`config.mk`:
```
export PLATFORM = sky130hd
export DESIGN_NAME = trigger_d_arbiter_module_flat
export DESIGN_NICKNAME = d
export VERILOG_FILES = /design/src/rtl/trigger_d_arbiter_module_if.sv /design/src/rtl/trigger_d_arbiter_module.sv /design/src/flat_wrapper.sv
export SDC_FILE = /design/constraint.sdc
export NUM_CORES = 1
export LEC_CHECK = 0
export BUFFER_PORTS_ARGS = -buffer_cell sky130_fd_sc_hd__buf_4
export CAP_MARGIN = 0
export CORE_MARGIN = 1.5
export CORE_UTILIZATION = 48
export DETAILED_ROUTE_END_ITERATION = 10
export PLACE_DENSITY_LB_ADDON = 0.12
export SLEW_MARGIN = 20
export SYNTH_ARGS = -nofsm -noshare
export SYNTH_HDL_FRONTEND = slang
export SYNTH_SLANG_ARGS = --single-unit
```
`constraint.sdc`:
```
create_clock -name clk -period 2.4 [get_ports clk]
set_input_delay 0.48 -clock clk [delete_from_list [all_inputs] [get_ports clk]]
set_output_delay 0.48 -clock clk [all_outputs]
set_load 0.02 [all_outputs]
```
`src/rtl/trigger_d_arbiter_module_if.sv`:
```
// Request/data bus between N requesters and the shared D-trigger register
// sequencer; the master side drives requests, the slave side returns grants and q.
interface trigger_d_arbiter_module_if #(
  parameter int N = 4,
  parameter int W = 8
);
  localparam int PW = (N > 1) ? $clog2(N) : 1;

  logic [N-1:0]   req;
  logic [N*W-1:0] d_bus;
  logic [N-1:0]   gnt;
  logic           load;
  logic [W-1:0]   q;
  logic [PW-1:0]  q_owner;
  logic           busy;

  modport master (output req, d_bus, input gnt, load, q, q_owner, busy);
  modport slave  (input req, d_bus, output gnt, load, q, q_owner, busy);
endinterface

```
`src/rtl/trigger_d_arbiter_module.sv`:
```
// Round-robin arbiter that loads one requester's data into a shared W-bit
// register, then locks it for HOLD_CYCLES cycles before arbitrating again.
module trigger_d_arbiter_module #(
  parameter int N           = 4,
  parameter int W           = 8,
  parameter int HOLD_CYCLES = 2
) (
  input logic                   clk,
  input logic                   rst_n,
  trigger_d_arbiter_module_if.slave bus
);
  localparam int PW = (N > 1) ? $clog2(N) : 1;

  typedef enum logic [0:0] {S_IDLE = 1'b0, S_HOLD = 1'b1} state_t;

  state_t         state_r, state_nxt_s;
  logic [7:0]     cnt_r, cnt_nxt_s;
  logic [PW-1:0]  ptr_r, ptr_nxt_s;
  logic [PW-1:0]  win_s;
  logic [PW:0]    cand_s;
  logic           found_s;
  logic [N-1:0]   gnt_r, gnt_nxt_s;
  logic           load_r, load_nxt_s;
  logic [W-1:0]   q_r, q_nxt_s;
  logic [PW-1:0]  owner_r, owner_nxt_s;
  logic           busy_r, busy_nxt_s;

  // Round-robin search starting at ptr; candidate index wraps modulo N.
  always_comb begin
    found_s = 1'b0;
    win_s   = '0;
    cand_s  = '0;
    for (int k = 0; k < N; k++) begin
      cand_s = {1'b0, ptr_r} + (PW+1)'(k);
      cand_s = (cand_s >= (PW+1)'(N)) ? (cand_s - (PW+1)'(N)) : cand_s;
      if (!found_s && bus.req[cand_s[PW-1:0]]) begin
        found_s = 1'b1;
        win_s   = cand_s[PW-1:0];
      end else begin
        found_s = found_s;
      end
    end
  end

  // State and hold-counter register.
  always_ff @(posedge clk or negedge rst_n) begin
    if (!rst_n) begin
      state_r <= S_IDLE;
      cnt_r   <= 8'd0;
    end else begin
      state_r <= state_nxt_s;
      cnt_r   <= cnt_nxt_s;
    end
  end

  // Next-state: a zero hold keeps the FSM in IDLE so grants can go back-to-back.
  always_comb begin
    state_nxt_s = state_r;
    cnt_nxt_s   = cnt_r;
    case (state_r)
      S_IDLE: begin
        if (found_s && (HOLD_CYCLES != 0)) begin
          state_nxt_s = S_HOLD;
          cnt_nxt_s   = 8'(HOLD_CYCLES - 1);
        end else begin
          state_nxt_s = S_IDLE;
        end
      end
      S_HOLD: begin
        if (cnt_r != 8'd0) begin
          cnt_nxt_s = cnt_r - 8'd1;
        end else begin
          state_nxt_s = S_IDLE;
        end
      end
      default: begin
        state_nxt_s = S_IDLE;
        cnt_nxt_s   = 8'd0;
      end
    endcase
  end

  // Output/datapath next values; q and q_owner move only on a load.
  always_comb begin
    gnt_nxt_s   = '0;
    load_nxt_s  = 1'b0;
    q_nxt_s     = q_r;
    owner_nxt_s = owner_r;
    ptr_nxt_s   = ptr_r;
    busy_nxt_s  = (state_nxt_s == S_HOLD);
    if ((state_r == S_IDLE) && found_s) begin
      gnt_nxt_s   = {{(N-1){1'b0}}, 1'b1} << win_s;
      load_nxt_s  = 1'b1;
      q_nxt_s     = bus.d_bus[win_s*W +: W];
      owner_nxt_s = win_s;
      ptr_nxt_s   = (win_s == PW'(N-1)) ? '0 : (win_s + PW'(1));
    end else begin
      load_nxt_s = 1'b0;
    end
  end

  // Registered outputs and round-robin pointer.
  always_ff @(posedge clk or negedge rst_n) begin
    if (!rst_n) begin
      gnt_r   <= '0;
      load_r  <= 1'b0;
      q_r     <= '0;
      owner_r <= '0;
      busy_r  <= 1'b0;
      ptr_r   <= '0;
    end else begin
      gnt_r   <= gnt_nxt_s;
      load_r  <= load_nxt_s;
      q_r     <= q_nxt_s;
      owner_r <= owner_nxt_s;
      busy_r  <= busy_nxt_s;
      ptr_r   <= ptr_nxt_s;
    end
  end

  assign bus.gnt     = gnt_r;
  assign bus.load    = load_r;
  assign bus.q       = q_r;
  assign bus.q_owner = owner_r;
  assign bus.busy    = busy_r;
endmodule

```
`src/flat_wrapper.sv`:
```
// flat-port wrapper written by rule: the top's interface ports become plain ports
module trigger_d_arbiter_module_flat 
#(
  parameter int N           = 4,
  parameter int W           = 8,
  parameter int HOLD_CYCLES = 2
)
  (clk, rst_n, bus_req, bus_d_bus, bus_gnt, bus_load, bus_q, bus_q_owner, bus_busy);
  trigger_d_arbiter_module_if #(.N(N), .W(W)) bus_i ();
  input logic clk;
  input logic rst_n;
  input wire logic [$bits(bus_i.req)-1:0] bus_req;
  input wire logic [$bits(bus_i.d_bus)-1:0] bus_d_bus;
  output wire logic [$bits(bus_i.gnt)-1:0] bus_gnt;
  output wire logic [$bits(bus_i.load)-1:0] bus_load;
  output wire logic [$bits(bus_i.q)-1:0] bus_q;
  output wire logic [$bits(bus_i.q_owner)-1:0] bus_q_owner;
  output wire logic [$bits(bus_i.busy)-1:0] bus_busy;
  assign bus_i.req = bus_req;
  assign bus_i.d_bus = bus_d_bus;
  assign bus_gnt = bus_i.gnt;
  assign bus_load = bus_i.load;
  assign bus_q = bus_i.q;
  assign bus_q_owner = bus_i.q_owner;
  assign bus_busy = bus_i.busy;
  trigger_d_arbiter_module #(.N(N), .W(W), .HOLD_CYCLES(HOLD_CYCLES)) u_core (.clk(clk), .rst_n(rst_n), .bus(bus_i));
endmodule
```
* Word-level counts from Yosys, hierarchy flattened *
Index checks and enable logic that the tools add are counted.

word-level totals
  output and inout port bits = 16
  register bits after elaboration = 26
  input port bits = 38
  logic and storage cells = 68

cells by class
  shifts and indexed selects = 2
  reductions and logical operators = 9
  bitwise logic cells = 1
  multiplexer cells = 29
  $add $sub $neg = 9
  $lt $le $gt $ge = 8
  eq/ne operators = 3

operators by type and width
  kind                   number
  $shiftx A32 B6 Y8      1
  $mux W2                9
  $mux W8                2
  $pmux W8 S2            1
  $lt A2 B3 Y1 const B   4
  $mux W1                11
  $ge A3 B3 Y1 const B   3
  $bmux W1 S2            4
  $reduce_bool A8 Y1     1
  $sub A2 B1 Y2 const B  4
  $sub A8 B1 Y8 const B  1
  $add A2 B2 Y3 const B  2
  $logic_and A1 B1 Y1    4
  $mux W4                1
  $shl A1 B2 Y4 const A  1
  $add A2 B1 Y3 const B  1
  $ge A2 B3 Y1 const B   1
  $logic_not A1 Y1       3
  $add A2 B1 Y2 const B  1
  $eq A2 B2 Y1 const B   1
  $ne A2 B1 Y1 const B   1
  $ne A2 B2 Y1 const B   1
  $pmux W1 S2            1
  $reduce_and A2 Y1      1
  $not A1 Y1             1

* Longest topological paths before layout *
Gate-level depths: netlist of the first run.

  word-level depth = 16
  depth in mapped cells = 7

* Worst setup path before layout of the first run *
OpenSTA, ideal clock, no wires.

  kind = register to register
  from = register u_core.ptr_r[1]
  to = register u_core.q_r[6] (netlist: u_core.bus.q[6])
  stages on the path, launching flop included = 8
  period minus slack after synthesis = 1.813 ns
  data required time = 2.276 ns
  library setup time = 0.124 ns
  slack = 0.587 ns
  arrival time = 1.689 ns
  path through = dfrtp_1 buf_6 or3b_4 o221ai_4 buf_12 mux2i_1 nor3_1 a211o_1

between the ends
  longest elaborated chain between the ends = 15
  elaborated cells on any way between the ends = 39
  those cells by class = add/sub (7); order compare (4); shift (1); mux (20); reduce/logical (7)

ends and longest elaborated chain
  what                                                                    line                             source
  start, declared                                                         trigger_d_arbiter_module.sv:18   logic [PW-1:0] ptr_r, ptr_nxt_s;
  start signal, assigned                                                  trigger_d_arbiter_module.sv:117  ptr_r <= ptr_nxt_s;
  parallel branches: the longest is 15 deep, another holds $add A2 B1 Y3  -
  end signal, assigned                                                    trigger_d_arbiter_module.sv:114  q_r <= q_nxt_s;
  end, declared                                                           trigger_d_arbiter_module.sv:24   logic [W-1:0] q_r, q_nxt_s;

Several ways; the timed one is not identified. The select of a mux whose other input is x is not followed.
A chain may end at the register's enable or synchronous reset.

* Final worst setup path of the first run *
  from = register u_core.ptr_r[1]
  to = register u_core.q_r[0] (netlist: u_core.bus.q[0])

Same word-level chain as after synthesis.

==> summary.md, run 1 <==
| Metric | Value |
|---|---|
| Result of the run | `finished clean` |
| Detailed Place HPWL | `2.52 mm` |
| Max-cap check violation count | `0` |
| Wire length of the first global-routing pass | `~6 mm` |
| Cell at the root of the clock tree | `sky130_fd_sc_hd__clkbuf_4` |
| Congestion Overflow GR | `0` |
| Total routing usage reported by global routing | `0.225` |
| Iteration-0 DRC count of the detailed router | `52` |
| Power Total | `approximately 1.0 mW` |
| EDFF count, synth | `0` |
| Vias in the first global route | `about 1.3k` |
| Wire length reported by the detailed router | `between 3 and 4 mm` |
| TritonCTS Buffers | `3` |
| Most used cells in the layout excluding fill and tap cells | `54 x sky130_fd_sc_hd__buf_4, 26 x sky130_fd_sc_hd__dfrtp_1, 19 x sky130_fd_sc_hd__nor3_1` |
| Syn Area/Cell | `10.8 um2` |
| Worst Path Buf+Inv | `0` |
| Number of synthesized register bits | `26` |
| Chain of cells forming the critical path | `mux2i_4, o221ai_4, mux2i_1, nor3_1, a211o_1` |
| Highest achievable clock rate | `475 MHz` |
| DR WL/cell | `15.2 um` |
| Post-place setup slack | `245 ps` |
| Count of pins over their slew limit | `0` |
| Net count of the finished layout | `227` |
| TritonCTS clock tree | `done` |
| Final core utilization | `0.681` |
| Count of unique library cells instantiated by Yosys | `37` |
| Time the final worst path needs with I/O delays and setup | `around 2100 ps` |
| Required time of the critical path | `about 2600 ps` |
| Number of instances in the synthesized netlist | `between 100 and 150` |
| Die height | `58.0 um` |
| Global placer's final weighted congestion | `0.791` |
| Die width | `between 50 and 60 um` |
| Fraction of the yosys area taken by sequential cells | `0.448` |
| Post-CTS Repair Setup Buffers | `0` |
| Maximum buffer depth of the clock tree | `2` |
| Relative slew slack | `0.516` |
| Largest cells by area after synthesis | `sky130_fd_sc_hd__dfrtp_1 45%, sky130_fd_sc_hd__mux2i_1 12%, sky130_fd_sc_hd__nor3_1 6.5%, sky130_fd_sc_hd__a211o_1 4.8%, sky130_fd_sc_hd__nand2_1 1.8%` |
| Total iterations of the first detailed-routing run | `4` |
| Fraction of final layout cells with drive strength greater than 1 | `0.366` |
| Core region area | `between 0.002 and 0.003 mm2` |
| Post-Synthesis Net Count | `175` |
| Worst-skew pair later-pin latency | `between 300 and 400 ps` |
| Area of all sequential standard cells | `651 um2` |
| Number of diodes added for antenna fixing | `0` |
| Synthesized area | `~0.0015 mm2` |
| Static leakage | `between 0.9 and 1 nW` |
| Worst path max stage delay | `590 ps` |
| Area added between synthesis and finish | `31.5%` |
| RSZ-0062 raised after global routing | `false` |
| Worst IR Drop VDD | `295 uV` |
| Maximum net fanout on the critical path | `16` |
| Most common library cell in the layout ignoring fill and taps | `sky130_fd_sc_hd__buf_4` |
| Drt drc | `0` |
| Hold/Removal Path Class | `in2async` |
| Startpoint class of the critical path | `register` |
| Share of synthesized registers carrying an async set or reset | `1.00` |
| Post-detailed-route count of antenna-violating nets | `0` |
| PD cells | `approximately 530 mW/mm2` |
| Worst setup slack after layout | `slightly below 300 ps` |
| Kind of end point of the critical path | `register` |
| Proportion of netlist area held by the largest area contributor | `0.448` |
| Worst-path clk slew | `between 100 and 150 ps` |
| Die Footprint | `roughly 0.0034 mm2` |
| Endpoint arrival time on the critical path | `2320 ps` |
| Fillcell total | `roughly 230` |
| Via count | `1235` |
| Cell type contributing the most total cell area after synthesis | `sky130_fd_sc_hd__dfrtp_1` |
| Hold Buf Count CTS | `0` |
| Buffers added on ports | `53` |
| Number of warning messages in the yosys log | `0` |
| Final setup TNS | `0 ps` |
| Count of boundary I/O pins | `54` |
| Max H-tree Level | `1` |
| Transition time at the pin with the least slew margin | `726 ps` |
| Number of antenna violations at the first check in global routing | `0` |
| Post-CTS sizing | `0` |
| Via density | `between 5 and 6` |
| Effective utilization at floorplan | `0.518` |
| Largest net degree at the start of global routing | `38` |
| Top_reg_cell synth | `sky130_fd_sc_hd__dfrtp_1` |
| Category of cells accounting for the largest share of critical-path delay | `compound AO/OA/AOI/OAI gates` |
| Tightest hold margin | `35.9 ps` |
| Clk sinks | `26` |
| Final Setup Violations | `0` |
| Multi-input combinational cell area | `around 720 um2` |
| Type of the worst setup path | `reg2reg` |
| Period utilization | `0.877` |
| Final Hold Viols | `0` |
| Row cnt | `19` |
| Standard cell with the maximum stage delay on the critical path | `sky130_fd_sc_hd__o221ai_4` |
| Clk_skew | `between 3 and 4 ps` |
-- worst paths after layout --
| path | cells past startpoint | from | endpoint | slack [ps] |
|---|---|---|---|---|
| min reg2reg | 1 | u_core.cnt_r[6] | u_core.cnt_r[6] | 500 |
| max in group asynchronous | 1 | rst_n | u_core.bus.gnt[2] | 2120 |
| max | 5 | u_core.ptr_r[1] | u_core.bus.q[0] | 300 |
| max reg2reg | 5 | u_core.ptr_r[1] | u_core.bus.q[0] | 300 |
| min | 1 | rst_n | u_core.bus.gnt[0] | 40 |
| min in group clk | 1 | u_core.cnt_r[6] | u_core.cnt_r[6] | 500 |
-- stage by stage --
stage	cell area, um2	cells
after floorplan	1450	135
after global placement	1860	213
after detailed placement	1860	213
after CTS	1910	217
after global routing	1910	217
final	1910	217
-- area by class of cell --
cell class | count | share of cell area
clock buffer | 3 | 0.0118
multi-input combinational | 96 | 0.379
inverter | 5 | 0.00982
sequential | 26 | 0.341
tap | 31 | 0.0203
clock inverter | 1 | 0.0157
timing repair buffer | 55 | 0.223
-- kinds of logic (layout without fill, tap and decap cells) --
group	after synthesis	count (layout)	synth area share
xor+xnor	2	2	0.0121
buf+inv	13	64	0.0534
compound gates	31	31	0.187
mux	18	18	0.133
fa+ha+maj	2	2	0.0172
simple gates	43	43	0.150
flops	26	26	0.448
-- worst reg2reg max path: stages, from the launching register on --
cell and delay, ps:
sky130_fd_sc_hd__dfrtp_1 540, sky130_fd_sc_hd__mux2i_4 260, sky130_fd_sc_hd__o221ai_4 590, sky130_fd_sc_hd__mux2i_1 280, sky130_fd_sc_hd__nor3_1 70, sky130_fd_sc_hd__a211o_1 270
-- Yosys cell counts (2+ instances only) --
cell                       number
sky130_fd_sc_hd__nor3_1        19
sky130_fd_sc_hd__buf_2          4
sky130_fd_sc_hd__xnor2_1        2
sky130_fd_sc_hd__inv_1          5
sky130_fd_sc_hd__a21oi_1        3
sky130_fd_sc_hd__o41ai_1        2
sky130_fd_sc_hd__o311ai_0       2
sky130_fd_sc_hd__clkbuf_1       2
sky130_fd_sc_hd__nand3_1        2
sky130_fd_sc_hd__a211o_1        8
sky130_fd_sc_hd__mux2i_1       17
sky130_fd_sc_hd__nor2_1         7
sky130_fd_sc_hd__dfrtp_1       26
sky130_fd_sc_hd__ha_1           2
sky130_fd_sc_hd__o21ai_0        5
sky130_fd_sc_hd__nand2b_1       2
sky130_fd_sc_hd__nand2_1        7
-- power breakdown --
part	internal, mW	switching, mW
clock	0.169	0.132
combinational	0.125	0.115
sequential	0.460	0.0206
total	0.754	0.268
-- flip-flops by register name, summed over array words and instances (netlist names) --
register / flops
u_core.bus.q: 8
u_core.cnt_r: 8
u_core.bus.gnt: 4
u_core.bus.q_owner: 2
u_core.ptr_r: 2
u_core.bus.load: 1
u_core.state_r: 1
-- layer usage --
metal,track usage,vias to the layer above,share of wire
met5,0,-,0
met4,0.0664,0,0.0048
met3,0.0379,2,0.047
met2,0.404,35,0.53
met1,0.277,596,0.42
li1,-,602,-
(Power assumes the default switching activity.)
==> run 2, diff against run 1 <==
--- a/config.mk
+++ b/config.mk
@@ -7,7 +7,7 @@
 export LEC_CHECK = 0
 export BUFFER_PORTS_ARGS = -buffer_cell sky130_fd_sc_hd__buf_4
 export CAP_MARGIN = 0
-export CORE_MARGIN = 1.5
+export CORE_MARGIN = 1
 export CORE_UTILIZATION = 48
 export DETAILED_ROUTE_END_ITERATION = 10
 export PLACE_DENSITY_LB_ADDON = 0.12
==> summary.md, run 2 (synthesis gave the netlist of run 1 again) <==
| Metric | Value |
|---|---|
| Result of the run | `finished clean` |
| Total routing usage reported by global routing | `0.203 (-0.0227)` |
| Most Used Layer, Global Route | `met2` |
| Tightest hold margin | `26.2 ps (-9.68 ps)` |
| Period utilization | `0.852 (-0.0252)` |
| Final Hold Viols | `0 (unchanged)` |
| Clk_skew | `1.59 ps (-1.57 ps)` |
| Critical register-to-register path startpoint | `u_core.ptr_r[1]` |
| Final setup TNS | `0 ps (unchanged)` |
| Type of the worst setup path | `reg2reg` |
| Maximum net fanout on the critical path | `16 (unchanged)` |
| Worst R2R Setup Slack | `360 ps (+60 ps)` |
| Buffers added on ports | `53 (unchanged)` |
| Crit. Startpoint | `u_core.ptr_r[1]` |
| Largest net degree at the start of global routing | `27 (-29%)` |
| Count of boundary I/O pins | `54 (unchanged)` |
| Cell at the root of the clock tree | `sky130_fd_sc_hd__clkbuf_4` |
| Worst-path clk slew | `140 ps (about the same)` |
| Die Footprint | `0.00325 mm2 (-3.4%)` |
| Iteration-0 DRC count of the detailed router | `28 (-46%)` |
| Area added between synthesis and finish | `31.5% (unchanged)` |
| Chain of cells forming the critical path | `mux2i_4, o221ai_4, mux2i_1, nor3_1, a211o_1` |
| Required time of the critical path | `2640 ps (+20 ps)` |
| Relative slew slack | `0.538 (+0.0217)` |
| Worst-skew pair later-pin latency | `330 ps (about the same)` |
| Post-CTS Repair Setup Buffers | `0 (unchanged)` |
| Hold/Removal Path Class | `in2async` |
| Max H-tree Level | `1 (unchanged)` |
| Fillcell total | `207 (-8.4%)` |
| Most used cells in the layout excluding fill and tap cells | `54 x sky130_fd_sc_hd__buf_4, 26 x sky130_fd_sc_hd__dfrtp_1, 19 x sky130_fd_sc_hd__nor3_1` |
| Met1 track demand over resource | `0.259 (-0.0181)` |
| DR WL/cell | `13.9 um (-8.6%)` |
| Wire length of the first global-routing pass | `5.12 mm (-13%)` |
| RSZ-0062 raised after global routing | `false` |
| Transition time at the pin with the least slew margin | `693 ps (-32.6 ps)` |
| Global placer's final weighted congestion | `0.808 (+2.1%)` |
| Time the final worst path needs with I/O delays and setup | `2040 ps (-60.5 ps)` |
| Core region area | `0.00281 mm2 (unchanged)` |
| Worst path max stage delay | `570 ps (-20 ps)` |
| Total iterations of the first detailed-routing run | `4 (unchanged)` |
| Met2 track demand over resource in global routing | `0.334 (-0.0698)` |
| Die width | `57.0 um (-1.7%)` |
| Via count | `1229 (-0.49%)` |
| Maximum buffer depth of the clock tree | `2 (unchanged)` |
| TritonCTS clock tree | `done` |
| Highest achievable clock rate | `489 MHz (+3.0%)` |
| TritonCTS Buffers | `3 (unchanged)` |
| PD cells | `534 mW/mm2 (-0.14%)` |
| Row cnt | `19 (unchanged)` |
| Max-cap check violation count | `0 (unchanged)` |
| Destination of the critical timing path | `u_core.bus.q[1]` |
| Net count of the finished layout | `227 (unchanged)` |
| Placed Instance Area | `0.00186 mm2 (unchanged)` |
| Die height | `57.0 um (-1.7%)` |
| Post-CTS sizing | `0 (unchanged)` |
| FF-to-FF path depth | `5 (unchanged)` |
| Number of diodes added for antenna fixing | `0 (unchanged)` |
| Endpoint arrival time on the critical path | `2280 ps (-40 ps)` |
| Vias in the first global route | `1189 (-11%)` |
| Standard cell with the maximum stage delay on the critical path | `sky130_fd_sc_hd__o221ai_4` |
| Clk sinks | `26 (unchanged)` |
| Fraction of final layout cells with drive strength greater than 1 | `0.366 (unchanged)` |
| Detailed Place HPWL | `2.28 mm (-9.8%)` |
| Static leakage | `0.945 nW (unchanged)` |
| Reg2Reg Capture Point | `u_core.bus.q[1]` |
| Worst IR Drop VDD | `396 uV (+34%)` |
| Number of antenna violations at the first check in global routing | `0 (unchanged)` |
| Met3 capacity usage during global routing | `0.0522 (+0.0142)` |
| Wire length reported by the detailed router | `3.01 mm (-8.6%)` |
| Via density | `5.66 (-0.49%)` |
| Hold Buf Count CTS | `0 (unchanged)` |
| Post-detailed-route count of antenna-violating nets | `0 (unchanged)` |
| Kind of end point of the critical path | `register` |
| Count of pins over their slew limit | `0 (unchanged)` |
| Post-route cell area | `0.00191 mm2 (unchanged)` |
| Most common library cell in the layout ignoring fill and taps | `sky130_fd_sc_hd__buf_4` |
| Congestion Overflow GR | `0 (unchanged)` |
| Final Setup Violations | `0 (unchanged)` |
| Effective utilization at floorplan | `0.518 (unchanged)` |
| Startpoint class of the critical path | `register` |
| Drt drc | `0 (unchanged)` |
## run 2: metal layers
layer  vias up  routed length, um  share of wire
li1        604                  -              -
met1       580               1340           0.44
met2        38               1460           0.48
met3         7                172          0.057
met4         0                 48          0.016
met5         -                  0              0
## run 2: critical path, delay by kind of cell, from the launching register on
family	cells	cell delay, ps
AOI/OAI and AO/OA	2	830
DFF	1	530
muxes	2	530
and+or+nand+nor	1	60
## run 2: cell type report
type / count / area, um2 / share of cell area
Inverter: 5 / 18.8 / 0.00982
Timing Repair Buffer: 55 / 425 / 0.223
Clock buffer: 3 / 22.5 / 0.0118
Multi-Input combinational cell: 96 / 724 / 0.379
Tap cell: 31 / 38.8 / 0.0203
Clock inverter: 1 / 30.0 / 0.0157
Sequential cell: 26 / 651 / 0.341
## run 2: worst min-delay path by stage
stage | depth (start not counted) | end
2_1_floorplan | 0 | u_core.bus.gnt[0]
3_3_place_gp | 1 | u_core.ptr_r[1]
3_5_place_dp | 1 | u_core.bus.gnt[0]
4_1_cts | 1 | u_core.bus.q[3]
5_1_grt | 1 | u_core.ptr_r[1]
6_report | 1 | u_core.bus.gnt[0]
## run 2: metrics by stage
| stage | setup slack (ps) | std cells | power (mW) | utilization |
|---|---|---|---|---|
| 3_5_place_dp | 292 | 213 | 0.724 | 0.662 |
| 6_report | 356 | 217 | 1.02 | 0.681 |
| 5_1_grt | 241 | 217 | 1.06 | 0.681 |
| 4_1_cts | 345 | 217 | 1.03 | 0.681 |
| 2_1_floorplan | 587 | 135 | 0.631 | - |
| 3_3_place_gp | 332 | 213 | 0.720 | 0.662 |
## run 2: report_power, final
group	leakage (nW)	total [mW]	internal (mW)	switching (mW)
registers	0.310	0.480	0.460	0.0202
clock network	0.0279	0.305	0.169	0.136
logic	0.607	0.235	0.125	0.110
total	0.945	1.02	0.754	0.266
==> run 3, diff against run 2 <==
--- a/config.mk
+++ b/config.mk
@@ -5,11 +5,12 @@
 export SDC_FILE = /design/constraint.sdc
 export NUM_CORES = 1
 export LEC_CHECK = 0
-export BUFFER_PORTS_ARGS = -buffer_cell sky130_fd_sc_hd__buf_4
 export CAP_MARGIN = 0
+export CORE_ASPECT_RATIO = 1.25
 export CORE_MARGIN = 1
-export CORE_UTILIZATION = 48
+export CORE_UTILIZATION = 50
 export DETAILED_ROUTE_END_ITERATION = 10
+export DONT_BUFFER_PORTS = 1
 export PLACE_DENSITY_LB_ADDON = 0.12
 export SLEW_MARGIN = 20
 export SYNTH_ARGS = -nofsm -noshare
==> constraint.sdc (replaced) <==
create_clock -name clk -period 1.9 [get_ports clk]
set_input_delay 0.38 -clock clk [delete_from_list [all_inputs] [get_ports clk]]
set_output_delay 0.38 -clock clk [all_outputs]
set_load 0.02 [all_outputs]
==> summary.md, run 3 (synthesis gave the netlist of run 1 again) <==
| Metric | Value |
|---|---|
| PD cells | `673 mW/mm2 (+26%)` |
| Core region area | `0.00271 mm2 (-3.5%)` |
| Count of boundary I/O pins | `54 (unchanged)` |
| Highest achievable clock rate | `544 MHz (+11%)` |
| RSZ-0062 raised after global routing | `false` |
| Worst min-delay path startpoint | `bus_d_bus[8]` |
| Relative slew slack | `0.735 (+0.197)` |
| Part of the total power dissipated in the clock network | `0.241 (-0.058)` |
| Detailed Place HPWL | `2.13 mm (-6.6%)` |
| Final core utilization | `0.604 (-0.0773)` |
| Most common library cell in the layout ignoring fill and taps | `sky130_fd_sc_hd__dfrtp_1` |
| Worst-skew pair later-pin latency | `310 ps (-20 ps)` |
| Clk_skew | `1.54 ps (-0.0515 ps)` |
| Row cnt | `21 (+2)` |
| Cell at the root of the clock tree | `sky130_fd_sc_hd__clkbuf_4` |
| Reported net switching power | `295 uW (+11%)` |
| Total routing usage reported by global routing | `0.198 (-0.00405)` |
| Via count | `1098 (-11%)` |
| Number of antenna violations at the first check in global routing | `0 (unchanged)` |
| Drt drc | `0 (unchanged)` |
| Most used cells in the layout excluding fill and tap cells | `25 x sky130_fd_sc_hd__dfrtp_1, 19 x sky130_fd_sc_hd__nor3_1, 17 x sky130_fd_sc_hd__mux2i_1` |
| TritonCTS clock tree | `done` |
| Static leakage | `0.752 nW (-20%)` |
| Worst IR Drop VDD | `431 uV (+9.0%)` |
| Maximum buffer depth of the clock tree | `2 (unchanged)` |
| Type of the worst setup path | `reg2reg` |
| Hold/Removal Path Class | `in2reg` |
| Via density | `6.07 (+7.1%)` |
| Net count of the finished layout | `188 (-17%)` |
| Worst-path clk slew | `130 ps (about the same)` |
| Multi-input combinational cell area | `724 um2 (unchanged)` |
| Final Hold Viols | `0 (unchanged)` |
| Time the final worst path needs with I/O delays and setup | `1840 ps (-206 ps)` |
| Count of pins over their slew limit | `0 (unchanged)` |
| Post-detailed-route count of antenna-violating nets | `0 (unchanged)` |
| Area of all sequential standard cells | `652 um2 (+0.19%)` |
| Switching share of power | `0.268 (+0.00739)` |
| Final setup TNS | `0 ps (unchanged)` |
| Wire length of the first global-routing pass | `4.83 mm (-5.6%)` |
| Portion of total power attributed to combinational logic | `0.181 (-0.049)` |
| Fillcell total | `236 (+14%)` |
| Buffers added on ports | `0 (-100%)` |
| Kind of end point of the critical path | `register` |
| Fraction of final layout cells with drive strength greater than 1 | `0.204 (-0.162)` |
| Clk sinks | `26 (unchanged)` |
| Max-cap check violation count | `0 (unchanged)` |
| DR WL/cell | `15.6 um (+12%)` |
| Effective utilization at floorplan | `0.537 (+0.0189)` |
| Wire length reported by the detailed router | `2.83 mm (-6.3%)` |
| Largest net degree at the start of global routing | `33 (+22%)` |
| TritonCTS Buffers | `3 (unchanged)` |
| Iteration-0 DRC count of the detailed router | `28 (unchanged)` |
| FF-to-FF path depth | `6 (+1)` |
| Die width | `50.2 um (-12%)` |
| Result of the run | `finished clean` |
| Period utilization | `0.968 (+0.116)` |
| Final Setup Violations | `0 (unchanged)` |
| Die height | `62.3 um (+9.2%)` |
| Die Footprint | `0.00313 mm2 (-3.8%)` |
| Required time of the critical path | `2110 ps (-530 ps)` |
| Crit. Startpoint | `u_core.ptr_r[1]` |
| Maximum net fanout on the critical path | `16 (unchanged)` |
| Total iterations of the first detailed-routing run | `4 (unchanged)` |
| Endpoint arrival time on the critical path | `2050 ps (-230 ps)` |
| Transition time at the pin with the least slew margin | `398 ps (-296 ps)` |
| Startpoint class of the critical path | `register` |
| Congestion Overflow GR | `0 (unchanged)` |
| Max H-tree Level | `1 (unchanged)` |
| Vias in the first global route | `1097 (-7.7%)` |
| Number of diodes added for antenna fixing | `0 (unchanged)` |
| Area added between synthesis and finish | `12.5%` |
| Global placer's final weighted congestion | `0.743 (-8.1%)` |
| Portion of total power attributed to sequential cells | `0.578 (+0.107)` |
| Cell-internal power | `805 uW (+6.8%)` |
| Critical register-to-register path startpoint | `u_core.ptr_r[1]` |
| Worst hold path stage count | `3` |
## run 3: worst max-delay path, cell delays in order, from the launching register on
cell and delay [ps]:
sky130_fd_sc_hd__dfrtp_2 470, sky130_fd_sc_hd__or3b_4 430, sky130_fd_sc_hd__o221ai_4 90, sky130_fd_sc_hd__buf_12 190, sky130_fd_sc_hd__mux2i_1 230, sky130_fd_sc_hd__nor3_1 60
sky130_fd_sc_hd__a211o_1 260
## run 3: power groups by stage
stage / clock, mW / combinational (mW) / sequential (mW)
2_1_floorplan: 0 / 0.160 / 0.636
3_3_place_gp: 0 / 0.167 / 0.646
3_5_place_dp: 0 / 0.172 / 0.646
4_1_cts: 0.281 / 0.201 / 0.636
5_1_grt: 0.309 / 0.218 / 0.641
6_report: 0.265 / 0.199 / 0.636
## run 3: cell type report
class                   instances  share of cell area
well taps                      34              0.0260
repair buffers                 16              0.0980
clock buffers                   4              0.0222
inverters                       5              0.0115
flip-flops and latches         26               0.399
multi-input cells              96               0.443
## run 3: worst paths after layout
kind	end	slack (ps)
max	u_core.bus.q[4]	60
min in group asynchronous	u_core.cnt_r[7]	470
max reg2reg	u_core.bus.q[4]	60
max in group asynchronous	u_core.ptr_r[1]	1270
min	u_core.bus.q[0]	380
min reg2reg	u_core.cnt_r[6]	500
## run 3: per-stage QoR
step | power [mW] | cell area (um2) | hold slack [ps] | setup WS (ps) | instances
6_report | 1.10 | 1630 | 376 | 61.5 | 181
5_1_grt | 1.17 | 1630 | 368 | 21.5 | 181
4_1_cts | 1.12 | 1620 | 359 | 49.2 | 179
3_5_place_dp | 0.819 | 1530 | 85.2 | -62.5 | 172
3_3_place_gp | 0.813 | 1530 | 85.1 | -26.4 | 172
2_1_floorplan | 0.797 | 1450 | 84.4 | 86.8 | 135
## run 3: metal layers
| layer | GRT usage | routed length (um) | vias up |
|---|---|---|---|
| li1 | - | - | 528 |
| met1 | 0.242 | 1200 | 539 |
| met2 | 0.343 | 1430 | 29 |
| met3 | 0.0294 | 177 | 2 |
| met4 | 0.0750 | 21 | 0 |
| met5 | 0 | 0 | - |
## run 3: what timing repair did
item,4_1_cts,5_1_grt
buffers inserted,1,2
resized for setup,0,2
endpoints found under the setup margin,8,2
gates cloned,0,0
endpoints found under the hold margin,26,0
pin swaps,1,1
hold buffers,2,0
